**src/rtl/pipe_mul.sv**
```systemverilog
// pipe_mul: pipelined shift-add multiply-accumulate p = q*d + r; define PIPE_MUL_RCHK_EN to flag r >= d on rem_err
module pipe_mul #(
    parameter int QW = 8,
    parameter int DW = 4
) (
    input  logic               clk,
    input  logic               rst,
    input  logic               in_valid,
    output logic               in_ready,
    input  logic [QW-1:0]      q,
    input  logic [DW-1:0]      d,
    input  logic [DW-1:0]      r,
    output logic               out_valid,
    input  logic               out_ready,
    output logic [QW+DW-1:0]   p,
    output logic               rem_err
);
    localparam int PW = QW + DW;
    logic                   stall;
    logic [DW:0]            v;
    logic [DW-1:0][QW-1:0]  qs;
    logic [DW-1:0][DW-1:0]  ds;
    logic [DW:0][PW-1:0]    acc;
    logic [DW:1][PW-1:0]    nxt;
    assign stall     = v[DW] && !out_ready;
    assign in_ready  = !stall;
    assign out_valid = v[DW];
    assign p         = acc[DW];
    // stage k adds q << (k-1) when multiplier bit k-1 is set
    for (genvar k = 1; k <= DW; k++) begin : g_st
        assign nxt[k] = acc[k-1] + (|(ds[k-1] & (DW'(1) << (k-1))) ? PW'(qs[k-1]) << (k-1) : PW'(0));
    end
    always_ff @(posedge clk or posedge rst) begin
        if (rst) begin
            v   <= '0;
            qs  <= '0;
            ds  <= '0;
            acc <= '0;
        end else if (!stall) begin
            v   <= {v[DW-1:0], in_valid};
            qs  <= {qs[DW-2:0], q};
            ds  <= {ds[DW-2:0], d};
            acc <= {nxt, PW'(r)};
        end
    end
`ifdef PIPE_MUL_RCHK_EN
    logic [DW:0] re;
    assign rem_err = re[DW];
    always_ff @(posedge clk or posedge rst) begin
        if (rst)
            re <= '0;
        else if (!stall)
            re <= {re[DW-1:0], r >= d};
    end
`else
    assign rem_err = 1'b0;
`endif
endmodule

```
**config.mk**
```make
export PLATFORM = sky130hd
export DESIGN_NAME = pipe_mul
export DESIGN_NICKNAME = d
export VERILOG_FILES = /design/src/rtl/pipe_mul.sv
export SDC_FILE = /design/constraint.sdc
export NUM_CORES = 1
export LEC_CHECK = 0
export ABC_AREA = 1
export BUFFER_PORTS_ARGS = -buffer_cell sky130_fd_sc_hd__buf_2
export CORE_MARGIN = 4
export CORE_UTILIZATION = 55
export CTS_CLUSTER_SIZE = 24
export DETAILED_ROUTE_END_ITERATION = 8
export GPL_TIMING_DRIVEN = 0
export PLACE_DENSITY = 0.77
export RECOVER_POWER = 25
export SYNTH_ARGS = -nofsm -noshare
export SYNTH_HDL_FRONTEND = slang
export SYNTH_SLANG_ARGS = --single-unit
```
**constraint.sdc**
```tcl
create_clock -name clk -period 2.8 [get_ports clk]
set_input_delay 0.28 -clock clk [delete_from_list [all_inputs] [get_ports clk]]
set_output_delay 0.28 -clock clk [all_outputs]
set_load 0.01 [all_outputs]
```
# --- Word-level counts from Yosys, hierarchy flattened ---
# Cells that the tools add are included.
op_classes:
  n_addsub: 4
  mux: 4
  reduce_logical: 3
ops:
  columns: ["op", "n"]
  rows:
  - ["adder 12 x 10 -> 12 bit", 1]
  - ["adder 12 x 11 -> 12 bit", 1]
  - ["adder 12 x 9 -> 12 bit", 1]
  - ["2-to-1 mux 11 bit", 1]
  - ["2-to-1 mux 10 bit", 1]
  - ["adder 4 x 8 -> 9 bit", 1]
  - ["2-to-1 mux 9 bit", 1]
  - ["2-to-1 mux 8 bit", 1]
  - ["zero test 1 bit", 2]
  - ["logical AND 1 bit", 1]
totals:
  regBits: 105
  in_bits: 20
  output_inout_bits: 15
  elab_cells: 25

# --- Depth between registers and ports, before layout ---
depth:
  word_depth: 3
  ltp_mapped: 12
  depth_no_buf: 11

# --- Worst setup path before layout ---
# No wires, ideal clock.
synth_path:
  path_kind: "reg2reg"
  start: "register ds[10] (netlist name)"
  end: "register acc[46] (netlist name)"
  setup_ns: 0.123
  t_arrival_ns: 1.648
  required_time_ns: 2.677
  path_slack_ns: 1.029
  stages_incl_launch_ff: 12
  n_path_buf: 1
  period_less_slack_ns: 1.771
  cell_sequence: "dfrtp_1 -> clkbuf_1 -> nand2_1 -> inv_1 -> ha_1 -> fa_1 -> nand2_1 -> nand2_1 -> nand3b_1 -> nor2_1 -> o21ai_0 -> nand2_1"
synth_via:
  elab_chain_cells: 2
synth_lines:
  columns: ["item", "line", "text"]
  rows:
  - ["start, declared", "22", "logic [DW-1:0][DW-1:0] ds;"]
  - ["start signal, assigned", "42", "ds <= {ds[DW-2:0], d};"]
  - ["2-to-1 mux 10 bit", "31", "assign nxt[k] = acc[k-1] + (|(ds[k-1] & (DW'(1) << (k-1))) ? PW'(qs[k-1]) << (k-1) : PW'(0));"]
  - ["adder 12 x 10 -> 12 bit", "31", null]
  - ["end signal, assigned", "43", "acc <= {nxt, PW'(r)};"]
  - ["end, declared", "23", "logic [DW:0][PW-1:0] acc;"]
# Every way passes these cells.
# A chain may end at the register's enable or synchronous reset.

# --- Worst setup path in the final report ---
layout_path:
  start: "register ds[5] (netlist name)"
  end: "register acc[31] (netlist name)"
layout_via:
  elab_chain_cells: 2
layout_lines:
  columns: ["item", "line"]
  rows:
  - ["2-to-1 mux 9 bit", "31"]
  - ["adder 12 x 9 -> 12 bit", "31"]
# Every way passes these cells.

==> results.py <==
metrics = {
    "worst_hold_path": {
        "holdPathStages": 3,
        "min_from": "q[7]",
        "hold_path.class": "input port to register",
        "holdPathEnd": "qs[7]",
    },
    "timing": {
        "clock_skew_ns": 0.0130,
        "slew_viol_final": 0,
        "timing.final.ws_setup_ns": 0.773,
        "clock.fmax_mhz": 493,
        "slew_headroom_pct": 8.97,
        "hold_viol_final": 0,
        "rsz0062_at_grt": "no",
        "fin_crit_ns": 2.03,
        "fin_crit_sh_pct": 72.4,
        "setup-tns-final_ns": 0,
        "worstMarginPinSlew_ns": 1.36,
        "finalSetupViolCount": 0,
    },
    "global_routing": {
        "grt_use_total_pct": 21.4,
        "grt_max_degree": 66,
        "antenna_found_initial": 0,
        "gr-total-overflow": 0,
        "grt_pass1_vias": 4143,
        "grt_pass1_wl_um": 18500,
    },
    "floorplanning": {
        "design.die.area_um2": 10800,
        "io_pins": 35,
        "dieHeight_um": 104,
        "core_area_um2": 8810,
        "die_x_um": 104,
        "start_util_pct": 57.2,
        "core.rowCount": 34,
    },
    "critical_path": {
        "worstPathArrival_ns": 2.34,
        "r2r-start": "ds[5]",
        "cp-start-kind": "register",
        "crit_fanout": 9,
        "r2r_end": "acc[31]",
        "regToRegSetupSlack_ns": 0.77,
        "worstPathRequired_ns": 3.11,
        "crit_type": "register to register",
        "ff2ff_path_depth": 12,
        "setup.worst_path.end_class": "register",
    },
    "synth": {
        "netlist_instances": 648,
        "synth_nets": 700,
        "yosysWarnings": 0,
        "synth-seq-area-share_pct": 46.2,
        "synthArstFlopShare_pct": 100,
        "synthFlopType": "dfrtp_1",
        "synthTopCellsByArea": "dfrtp_1 (46%), nand2_1 (22%), ha_1 (7.0%), inv_1 (5.0%), o21ai_0 (3.7%)",
        "ys_types": 22,
        "syn_avg_cell_area_um2": 7.77,
        "syn-cell-area_um2": 5040,
        "synth_top_area_share_pct": 46.2,
        "synth_enable_flop_cells": 0,
        "post-synth-top-area-cell": "dfrtp_1",
        "synth.ff_latch_count": 93,
    },
    "finish": {
        "antenna_cells": 0,
        "nFillCells": 796,
        "syn_to_final_growth_pct": 10.6,
        "nets": 746,
        "final_core_util_pct": 63.3,
        "drive_gt1_share_pct": 12.2,
    },
    "clock_tree": {
        "clock_sinks": 93,
        "cts_max_level": 3,
        "cts.clk_slew.worst_paths_ns": 0.10,
        "clkLatencyLatePin_ns": 0.38,
        "cts-root-buf": "clkbuf_8",
        "cts_max_path_buffers": 2,
        "numCtsBuffers": 9,
        "cts_tree": "done",
    },
    "power": {
        "power_frac_seq_pct": 39.5,
        "ir_drop_uv": 450,
        "pwr-share-clk_pct": 15.3,
        "power.internal_w": 0.00337,
        "p_sw_share_pct": 41.4,
        "p_comb_share_pct": 45.2,
        "power.switching_w": 0.00238,
        "power.leakage_nw": 3.27,
        "p_total_w": 0.00576,
        "powerDensity_nw_per_um2": 1030,
    },
    "placed_design": {
        "place_ws_ns": 0.802,
        "portBuffers": 33,
        "globalplace.congestion": 0.866,
        "dp_hpwl_um": 7910,
    },
    "detailed_routing": {
        "first_iter_violations": 167,
        "vias": 4116,
        "drc": 0,
        "route.antenna.remaining_nets": 0,
        "avgRoutedWirePerCell_um": 13.6,
        "wl_um": 11000,
        "firstDrtPassIters": 5,
        "via_per_inst": 5.10,
    },
    "flow_run": {
        "cap_violations": 0,
    },
    "status": {
        "status": "finished, final reports clean",
    },
}
[routing by layer]
layer | routed length [um] | track usage [%]
met3 | 647 | 4.42
met4 | 307 | 9.69
met2 | 5420 | 37.3
met1 | 4590 | 25.5
met5 | 0 | 0
[flip-flops by register name, indices dropped and copies added (netlist names)]
| name | count |
|---|---|
| ds | 10 |
| v | 5 |
| qs | 32 |
| p | 12 |
| acc | 34 |
[how the worst max path moves through the flow]
stage / from / to / slack (ns)
floorplan: rst / acc[0] / 0.1
global placement: rst / qs[7] / -0.88
detailed placement: ds[10] / acc[46] / 0.80
CTS: v[4] / in_ready / 0.77
global route: ds[15] / p[9] / 0.58
finish: ds[5] / acc[31] / 0.77
[final cells by class]
type / count / area, um^2 / share of cell area [%]
repair buffers: 35 / 201 / 3.62
multi-input cells: 450 / 2200 / 39.5
inverters: 68 / 262 / 4.69
clock inverters: 4 / 31.3 / 0.561
plain buffers: 37 / 250 / 4.49
clock buffers: 12 / 165 / 2.96
well taps: 108 / 135 / 2.43
flip-flops and latches: 93 / 2330 / 41.8
[layout by cell type, fill, tap and decap left out, types with 10 or more instances in the layout]
master,instances
clkbuf_1,10
nand3_1,28
inv_1,66
buf_4,13
ha_1,28
o21ai_0,37
dfrtp_1,93
nand2_1,291
buf_2,40
a21oi_1,13
nand3b_1,10
clkbuf_8,12
nor2_1,20
[cells by family (layout without fill, tap and decap cells)]
kind of cell	after synthesis	in the layout	share of synthesized area, %
flops	93	93	46.2
buf+inv	105	156	10.1
simple gates	356	356	28.3
compound gates	54	54	5.51
xor+xnor	7	7	1.22
fa+ha+maj	32	32	8.54
other cells	1	1	0.0744
[repair_timing]
item                      in CTS  in global routing
resized for setup              0                  0
hold endpoints to repair      28                  0
buffers inserted               0                  0
hold buffers                   1                  0
[synth_stat cells, drive strengths merged, types with 5 or more instances]
library cell	number
nand2	291
dfrtp	93
inv	67
o21ai	37
buf	28
ha	28
nand3	28
nor2	20
a21oi	13
nand3b	10
clkbuf	9
or2	7
xor2	5
[stage by stage]
stage	cell area, um^2	hold slack, ns	instances
floorplan	5040	0.397	648
global placement	5340	0.432	789
detailed placement	5370	0.302	790
CTS	5570	0.0869	807
global route	5570	0.0843	807
finish	5570	0.0947	807
[worst max-delay path: stages, from the launching register on]
cell and delay, ns:
dfrtp_1 0.37, clkbuf_1 0.21, nand2_1 0.11, inv_1 0.04, ha_1 0.20, fa_1 0.39
nand2_1 0.10, nand2_1 0.08, nand3b_1 0.13, nand2_1 0.11, nand2_1 0.08, nand3_1 0.06
nand2_1 0.07
[power groups by stage]
stage	Clock, W	Sequential (W)	Combinational (W)
3_5_place_dp	0	0.00230	0.00259
2_1_floorplan	0	0.00220	0.00199
5_1_grt	0.000965	0.00235	0.00298
6_report	0.000883	0.00227	0.00260
4_1_cts	0.000897	0.00227	0.00261
3_3_place_gp	0	0.00228	0.00248
Note: power is estimated with default switching activity, not from simulation.
